[config.mk]
export PLATFORM = sky130hd
export DESIGN_NAME = param_shift_register_flat
export DESIGN_NICKNAME = d
export VERILOG_FILES = /design/src/rtl/psr_pkg.sv /design/src/rtl/psr_if.sv /design/src/rtl/psr_step_unit.sv /design/src/rtl/param_shift_register.sv /design/src/flat_wrapper.sv
export SDC_FILE = /design/constraint.sdc
export NUM_CORES = 1
export LEC_CHECK = 0
export BUFFER_PORTS_ARGS = -buffer_cell sky130_fd_sc_hd__buf_2
export CAP_MARGIN = 40
export CORE_ASPECT_RATIO = 1.2
export CORE_MARGIN = 2
export CORE_UTILIZATION = 53
export DETAILED_ROUTE_END_ITERATION = 8
export GPL_ROUTABILITY_DRIVEN = 1
export PLACE_DENSITY = 0.77
export SYNTH_ARGS = -nofsm -noshare
export SYNTH_HDL_FRONTEND = slang
export SYNTH_SLANG_ARGS = --single-unit
export TNS_END_PERCENT = 100
[constraint.sdc]
create_clock -name clk -period 1.9 [get_ports clk]
set_clock_uncertainty 0.1 [all_clocks]
set_input_delay 0.095 -clock clk [delete_from_list [all_inputs] [get_ports clk]]
set_output_delay 0.095 -clock clk [all_outputs]
set_load 0.01 [all_outputs]
[src/rtl/psr_pkg.sv]
// Shared types for the parametrised shift register.
//   psr_mode_e  : 3-bit operation code sampled with start.
//   psr_state_e : sequencing state (idle or stepping through a shift).
package psr_pkg;

   typedef enum logic [2:0] {
      PSR_HOLD = 3'b000,
      PSR_LOAD = 3'b001,
      PSR_SHL  = 3'b010,
      PSR_SHR  = 3'b011,
      PSR_ROL  = 3'b100,
      PSR_ROR  = 3'b101,
      PSR_ASR  = 3'b110,
      PSR_CLR  = 3'b111
   } psr_mode_e;

   typedef enum logic {
      PSR_IDLE  = 1'b0,
      PSR_SHIFT = 1'b1
   } psr_state_e;

endpackage

[src/rtl/psr_if.sv]
// Request/status bundle of param_shift_register.
//   start, mode, amount, in, ser_in : requester -> register
//   out, busy, done                 : register  -> requester
//   parity (only with PSR_PARITY_EN): XOR reduction of out, registered
// master modport is the requester side, slave modport the register side.
interface psr_if #(
   parameter int WIDTH = 8
);
   localparam int AMT_W = $clog2(WIDTH) + 1;

   logic             start;
   logic [2:0]       mode;
   logic [AMT_W-1:0] amount;
   logic [WIDTH-1:0] in;
   logic             ser_in;
   logic [WIDTH-1:0] out;
   logic             busy;
   logic             done;
`ifdef PSR_PARITY_EN
   logic             parity;

   modport master (output start, mode, amount, in, ser_in,
                   input  out, busy, done, parity);
   modport slave  (input  start, mode, amount, in, ser_in,
                   output out, busy, done, parity);
`else
   modport master (output start, mode, amount, in, ser_in,
                   input  out, busy, done);
   modport slave  (input  start, mode, amount, in, ser_in,
                   output out, busy, done);
`endif

endinterface

[src/rtl/psr_step_unit.sv]
// Combinational single-bit step of a shift/rotate.
//   value   : current register contents
//   mode    : latched operation (only shift/rotate codes change the value)
//   ser_in  : fill bit for SHL (enters bit 0) and SHR (enters MSB)
//   next    : value after one step
module psr_step_unit
   import psr_pkg::*;
#(
   parameter int WIDTH = 8
) (
   input  logic [WIDTH-1:0] value,
   input  psr_mode_e        mode,
   input  logic             ser_in,
   output logic [WIDTH-1:0] next
);

   always_comb begin
      next = value;
      case (mode)
         PSR_SHL: next = {value[WIDTH-2:0], ser_in};
         PSR_SHR: next = {ser_in, value[WIDTH-1:1]};
         PSR_ROL: next = {value[WIDTH-2:0], value[WIDTH-1]};
         PSR_ROR: next = {value[0], value[WIDTH-1:1]};
         PSR_ASR: next = {value[WIDTH-1], value[WIDTH-1:1]};
         default: next = value;
      endcase
   end

endmodule

[src/rtl/param_shift_register.sv]
// WIDTH-bit register with parallel load, clear and multi-cycle shift/rotate
// (one bit per cycle) under a start/busy/done handshake.
//   clk  : rising-edge clock
//   rst  : synchronous active-high reset (aborts a running shift, no done)
//   bus  : psr_if slave side (start/mode/amount/in/ser_in in,
//          out/busy/done out, plus parity when PSR_PARITY_EN is defined)
// Optional feature macro: PSR_PARITY_EN adds a registered parity output.
module param_shift_register
   import psr_pkg::*;
#(
   parameter int WIDTH = 8
) (
   input logic  clk,
   input logic  rst,
   psr_if.slave bus
);

   localparam int AMT_W = $clog2(WIDTH) + 1;
   localparam logic [AMT_W-1:0] WIDTH_A = AMT_W'(WIDTH);

   psr_state_e       state_q, state_d;
   psr_mode_e        mode_q, mode_d;
   logic [AMT_W-1:0] cnt_q, cnt_d;
   logic [WIDTH-1:0] out_q, out_d;
   logic             done_q, done_d;
   logic [WIDTH-1:0] step_val;
   psr_mode_e        start_mode;

   assign start_mode = psr_mode_e'(bus.mode);

   psr_step_unit #(.WIDTH(WIDTH)) u_step (
      .value  (out_q),
      .mode   (mode_q),
      .ser_in (bus.ser_in),
      .next   (step_val)
   );

   always_comb begin
      state_d = state_q;
      mode_d  = mode_q;
      cnt_d   = cnt_q;
      out_d   = out_q;
      done_d  = 1'b0;
      case (state_q)
         PSR_IDLE: begin
            if (bus.start) begin
               case (start_mode)
                  PSR_HOLD: done_d = 1'b1;
                  PSR_LOAD: begin
                     out_d  = bus.in;
                     done_d = 1'b1;
                  end
                  PSR_CLR: begin
                     out_d  = '0;
                     done_d = 1'b1;
                  end
                  default: begin
                     if (bus.amount == '0) begin
                        done_d = 1'b1;
                     end else begin
                        // Shifting more than WIDTH steps is pointless, and a
                        // rotate by WIDTH must land back on the start value.
                        mode_d  = start_mode;
                        cnt_d   = (bus.amount > WIDTH_A) ? WIDTH_A : bus.amount;
                        state_d = PSR_SHIFT;
                     end
                  end
               endcase
            end
         end
         PSR_SHIFT: begin
            out_d = step_val;
            cnt_d = cnt_q - AMT_W'(1);
            if (cnt_q == AMT_W'(1)) begin
               state_d = PSR_IDLE;
               done_d  = 1'b1;
            end
         end
         default: state_d = PSR_IDLE;
      endcase
   end

   always_ff @(posedge clk) begin
      if (rst) begin
         state_q <= PSR_IDLE;
         mode_q  <= PSR_HOLD;
         cnt_q   <= '0;
         out_q   <= '0;
         done_q  <= 1'b0;
      end else begin
         state_q <= state_d;
         mode_q  <= mode_d;
         cnt_q   <= cnt_d;
         out_q   <= out_d;
         done_q  <= done_d;
      end
   end

   assign bus.out  = out_q;
   assign bus.busy = (state_q == PSR_SHIFT);
   assign bus.done = done_q;

`ifdef PSR_PARITY_EN
   logic parity_q, parity_d;

   assign parity_d = ^out_d;

   always_ff @(posedge clk) begin
      if (rst) parity_q <= 1'b0;
      else     parity_q <= parity_d;
   end

   assign bus.parity = parity_q;
`endif

endmodule

[src/flat_wrapper.sv]
// flat-port wrapper written by rule: the top's interface ports become plain ports
module param_shift_register_flat import psr_pkg::*;
#(
   parameter int WIDTH = 8
)
  (clk, rst, bus_start, bus_mode, bus_amount, bus_in, bus_ser_in, bus_out, bus_busy, bus_done);
  psr_if #(.WIDTH(WIDTH)) bus_i ();
  input logic clk;
  input logic rst;
  input wire logic [$bits(bus_i.start)-1:0] bus_start;
  input wire logic [$bits(bus_i.mode)-1:0] bus_mode;
  input wire logic [$bits(bus_i.amount)-1:0] bus_amount;
  input wire logic [$bits(bus_i.in)-1:0] bus_in;
  input wire logic [$bits(bus_i.ser_in)-1:0] bus_ser_in;
  output wire logic [$bits(bus_i.out)-1:0] bus_out;
  output wire logic [$bits(bus_i.busy)-1:0] bus_busy;
  output wire logic [$bits(bus_i.done)-1:0] bus_done;
  assign bus_i.start = bus_start;
  assign bus_i.mode = bus_mode;
  assign bus_i.amount = bus_amount;
  assign bus_i.in = bus_in;
  assign bus_i.ser_in = bus_ser_in;
  assign bus_out = bus_i.out;
  assign bus_busy = bus_i.busy;
  assign bus_done = bus_i.done;
  param_shift_register #(.WIDTH(WIDTH)) u_core (.clk(clk), .rst(rst), .bus(bus_i));
endmodule
; Yosys cells after proc, flatten, opt, wreduce, memory -nomap -nowiden
; Index checks and enable logic that the tools add are counted.
[totals]
regBits = 17
out_inout_bits = 10
wordCells = 52
[classes]
n_addsub = 1
magnitude_cmp = 1
n_eq_ne = 15
n_mux = 19
bitwise = 3
n_reduce_logical = 7
[op_table]
columns = op, count
row1 = one-hot mux 8 bit (5 select lines), 1
row2 = one-hot mux 8 bit (2 select lines), 2
row3 = two-way mux 4 bit, 4
row4 = == test 3 bit (second input constant), 4
row5 = two-way mux 1 bit, 8
row6 = two-way mux 8 bit, 1
row7 = != test 2 bit (second input constant), 4
row8 = one-hot mux 4 bit (2 select lines), 1
row9 = AND reduction 4 bit, 2
row10 = == test 3 x 2 -> 1 bit (second input constant), 2
row11 = != test 6 bit (second input constant), 1
row12 = AND reduction 3 bit, 2
row13 = != test 5 bit (second input constant), 1
row14 = == test 4 x 1 -> 1 bit (second input constant), 1
row15 = greater-than comparator 4 bit (second input constant), 1
row16 = logical NOT 4 bit, 1
row17 = one-hot mux 1 bit (2 select lines), 2
row18 = subtractor 4 x 1 -> 4 bit (second input constant), 1
row19 = == test 3 x 1 -> 1 bit (second input constant), 1
row20 = logical NOT 3 bit, 1
row21 = != test 3 bit (second input constant), 1
row22 = NOT 1 bit, 3
row23 = OR reduction 3 bit, 1

; Longest topological paths before layout
[depth]
depth_word = 6
depth_mapped = 6

; By module
; From an unflattened synthesis, not the netlist that was laid out.
[hier_totals]
cells_unflattened = 148
hier_area_um2 = 1357.6
[modules_own_cells]
columns = module, n_inst, cells_per_inst, area_each_um2, seq_area_each_um2
row1 = param_shift_register, 1, 103, 992.2, 340.3
row2 = psr_step_unit, 1, 45, 365.4, 0.0

; Least setup slack after synthesis
; Ideal clock, no wire load.
[synth_path]
path_kind = register -> register
start = register u_core.state_q, in the netlist u_core.bus.busy
end = register u_core.out_q[6], in the netlist u_core.bus.out[6]
setup_ns = 0.074
t_arrival_ns = 1.354
t_required_ns = 1.726
setup_slack_ns = 0.372
path_stages_with_launch = 7
n_path_buf = 2
period_less_slack_ns = 1.528
cell_sequence = dfxtp_1 -> buf_2 -> inv_1 -> o32ai_4 -> buf_4 -> o21ai_1 -> a31oi_1
[synth_via]
elab_chain_len = 3
[synth_lines]
columns = element, line
row1 = start: declaration, param_shift_register.sv:21  ; psr_state_e state_q, state_d;
row2 = start signal: assignment, param_shift_register.sv:91  ; state_q <= state_d;
row3 = NOT 1 bit, param_shift_register.sv:44  ; case (state_q)
row4 = != test 3 bit (no source line) / != test 2 bit (equally long branches), --
row5 = AND reduction 3 bit (no source line), --
row6 = end signal: assignment, param_shift_register.sv:94  ; out_q <= out_d;
row7 = end: declaration, param_shift_register.sv:24  ; logic [WIDTH-1:0] out_q, out_d;
; Several ways; a longest one is shown, not always the timed one.
; A chain may end at the register's enable or synchronous reset.

; Worst setup path in the final report
[layout_path]
start = register u_core.mode_q[2]
end = register u_core.out_q[4], in the netlist u_core.bus.out[4]
[layout_via]
elab_chain_len = 3
[layout_lines]
columns = element, line
row1 = start: declaration, param_shift_register.sv:22  ; psr_mode_e mode_q, mode_d;
row2 = start signal: assignment, param_shift_register.sv:92  ; mode_q <= mode_d;
row3 = == test 3 bit / == test 3 x 2 -> 1 bit (equally long branches), psr_step_unit.sv:19  ; case (mode)
row4 = one-hot mux 8 bit (5 select lines) / != test 6 bit (equally long branches), --
row5 = one-hot mux 8 bit (2 select lines) / AND reduction 3 bit (equally long branches), --
; Several ways; a longest one is shown, not always the timed one.

==> flow_summary.toml <==
[sta]
clock.fmax_mhz = 584
layout_min_cycle_time_ns = 1.71
rsz0062_at_grt = "no"
setup_viol = 0
relSlewSlack_pct = 63.4
finalHoldViolCount = 0
tightest_slew_ns = 0.549
slew_viol_final = 0
period_share_pct = 90.2
totalNegativeSetupSlack_ns = 0
worst_slack_ns = 0.187

[power_and_ir_drop]
pwr-share-comb_pct = 30.5
p_clk_share_pct = 22.1
seqPwrFrac_pct = 47.4
irDropWorstVdd_uv = 520
switching_share_pct = 34.0
p_sw_w = 0.000311
p_leak_nw = 0.618
p_int_w = 0.000605
powerDensity_mw_per_mm2 = 636
power_w = 0.000916

[critical_path]
r2r_slack_ns = 0.19
crit_arrival_ns = 1.82
path_max_fanout = 14
worstRegToRegCells = 4
r2r-start = "u_core.mode_q[2]"
r2r-end = "u_core.bus.out[4]"
critPathLaunchType = "flop"
critical_path.top_delay_family = "compound AO/OA/AOI/OAI gates"
endpoint_kind = "flop"
cp_slowest_cell = "o32ai_4"
path_cells = "and3_4 -> o32ai_4 -> nor2_1 -> a311oi_1"
path_buf_inv = 0
required_ns = 2.00
max_stage_delay_ns = 0.52
path_class = "reg -> reg"

[job]
drv_cap = 0

[floorplan]
rows = 19
die_x_um = 48.4
ioPinCount = 29
core_mm2 = 0.00226
fp.dieH_um = 57.3
start_util_pct = 55.6
dieArea_mm2 = 0.00278

[synth]
syn_avg_cell_area_um2 = 9.59
synth-simple-area-share_pct = 20.1
async_reset_ff_share_pct = 0
netlist_area_mm2 = 0.00126
syn_nets = 152
synth_edf_count = 0
synth_cell_types = 47
synth_top_family_by_area = "compound AO/OA/AOI/OAI gates"
yosys_warnings = 0
seq_area_frac_synth_pct = 27.1
synthAdderAreaFrac_pct = 1.99
post_synth_xor_area_fraction_pct = 4.18
synth_compound_area_share_pct = 25.1
muxShareOfSynthArea_pct = 15.1
synth_ff_type = "dfxtp_1"
ys_ff_latch = 17
synthCells = 131

[global_route]
overflow = 0
grt_antenna_before_repair = 0
grt_pass1_wl_um = 4660
grt_max_degree = 15
grt_use_total_pct = 21.2
first_global_vias = 1044

[cts]
cts.sinks = 17
cts_root_buf = "clkbuf_4"
cts_setup_buffers = 0
max-clock-path-buffers = 2
cts.clk_slew.worst_paths_ns = 0.11
cts_tree = "done"
cts_buffers = 3
htree_levels = 1
clock_latency_ns = 0.29

[hold_path]
hold_end = "u_core.mode_q[0]"
min_path_type = "in -> reg"
hold-path-cell-count = 3
worstHoldStart = "bus_mode[0]"

[routing]
wl_per_cell_um = 15.0
vias = 1143
vias_per_cell = 6.02
drtPass1Iterations = 4
drt_wl_total_um = 2860
drtAntennaViolNets = 0
drc = 0
drtIter0Drc = 31

[place]
numPlacedInstances = 185
dp_hpwl_um = 2180
place.gp.congestion = 0.841
port_buffers = 28
place_ws_ns = 0.0394

[layout]
final-instance-count-excl-fill = 190
nets = 181
antenna_cells = 0
area_growth_pct = 14.6
drive_above_1_share_pct = 33.3

[status]
outcome = "finished, final reports clean"
## cell families (layout without fill, tap and decap cells)
group,Yosys count,count (layout)
mux,18,18
simple gates,41,41
flops,17,17
fa+ha+maj,2,2
compound gates,37,37
buf+inv,13,41
xor+xnor,3,3
## what timing repair did
action                                  CTS  global route
hold buffers                              1             0
endpoints found under the setup margin    0             6
endpoints found under the hold margin     1             0
resized for setup                         0             2
## cell type report
type	instances	area, um^2
multi-input combinational	101	836
fill	198	818
sequential	17	343
timing repair buffer	33	180
tap	31	38.8
clock buffer	3	22.5
inverter	4	15.0
clock inverter	1	5.00
## state kept, by name, summed over array words and instances (netlist names)
register	count
u_core.bus.busy	1
u_core.bus.done	1
u_core.bus.out	8
u_core.cnt_q	4
u_core.mode_q	3
## layer usage
metal	global-route usage (%)	share of wire, %
met1	25.5	42
met4	6.94	0.42
met3	2.88	4.0
met5	0	0
met2	39.1	53
## worst max path at each step
stage                           startpoint                 to  slack, ns  cells after the start
final                     u_core.mode_q[2]  u_core.bus.out[4]       0.19                      4
after global routing      u_core.mode_q[2]  u_core.bus.out[4]       0.06                      4
after CTS                 u_core.mode_q[1]  u_core.bus.out[4]       0.02                      4
after detailed placement  u_core.mode_q[1]  u_core.bus.out[4]       0.04                      4
after global placement    u_core.mode_q[2]  u_core.bus.out[4]       0.15                      4
after floorplan            u_core.bus.busy  u_core.bus.out[6]       0.37                      6
## through the flow
step,area (um^2),utilization [%],hold WS (ns)
4_1_cts,1440,63.7,0.0167
3_5_place_dp,1400,62.0,0.277
2_1_floorplan,1260,-,0.0671
6_report,1440,63.8,0.0208
3_3_place_gp,1400,62.0,0.271
5_1_grt,1440,63.8,0.0326
## cells in the mapped netlist, types with 2 or more instances
master / count / area (um^2)
a21oi_1: 2 / 10.0
a2bb2oi_1: 7 / 61.3
a311oi_1: 4 / 35.0
a31oi_1: 7 / 43.8
buf_4: 2 / 15.0
buf_6: 3 / 33.8
clkbuf_1: 3 / 11.3
dfxtp_1: 17 / 340
ha_1: 2 / 25.0
inv_1: 4 / 15.0
mux2_1: 3 / 33.8
mux2_2: 5 / 56.3
mux2i_1: 10 / 100
nand2_1: 7 / 26.3
nand2b_1: 2 / 12.5
nand3_1: 8 / 40.0
nor2_1: 10 / 37.5
nor3b_1: 2 / 15.0
o21ai_1: 3 / 15.0
o21bai_1: 2 / 15.0
or4b_1: 2 / 20.0
## worst reg2reg max path, stage by stage, from the launching register on
cell      delay, ns
dfxtp_2        0.42
and3_4         0.23
o32ai_4        0.52
nor2_1         0.08
a311oi_1       0.28
## cells in the final DEF, fill, tap and decap left out, types with 3 or more instances in the layout
cell type | synthesis | routed
mux2i_1 | 10 | 10
a2bb2oi_1 | 7 | 7
clkbuf_4 | 0 | 3
nand2_1 | 7 | 7
inv_1 | 4 | 4
a31oi_1 | 7 | 7
nor2_1 | 10 | 10
nand3_1 | 8 | 8
buf_2 | 1 | 28
dfxtp_1 | 17 | 15
o21ai_1 | 3 | 3
buf_4 | 2 | 4
mux2_1 | 3 | 3
a311oi_1 | 4 | 4
mux2_2 | 5 | 5
## power by group through the flow
stage / logic, W / registers, W / clock network, W
after floorplan: 0.000206 / 0.000431 / 0
after detailed placement: 0.000278 / 0.000441 / 0
after global placement: 0.000270 / 0.000439 / 0
after CTS: 0.000280 / 0.000432 / 0.000209
final: 0.000279 / 0.000434 / 0.000202
after global routing: 0.000308 / 0.000439 / 0.000222
(Power assumes the default switching activity.)
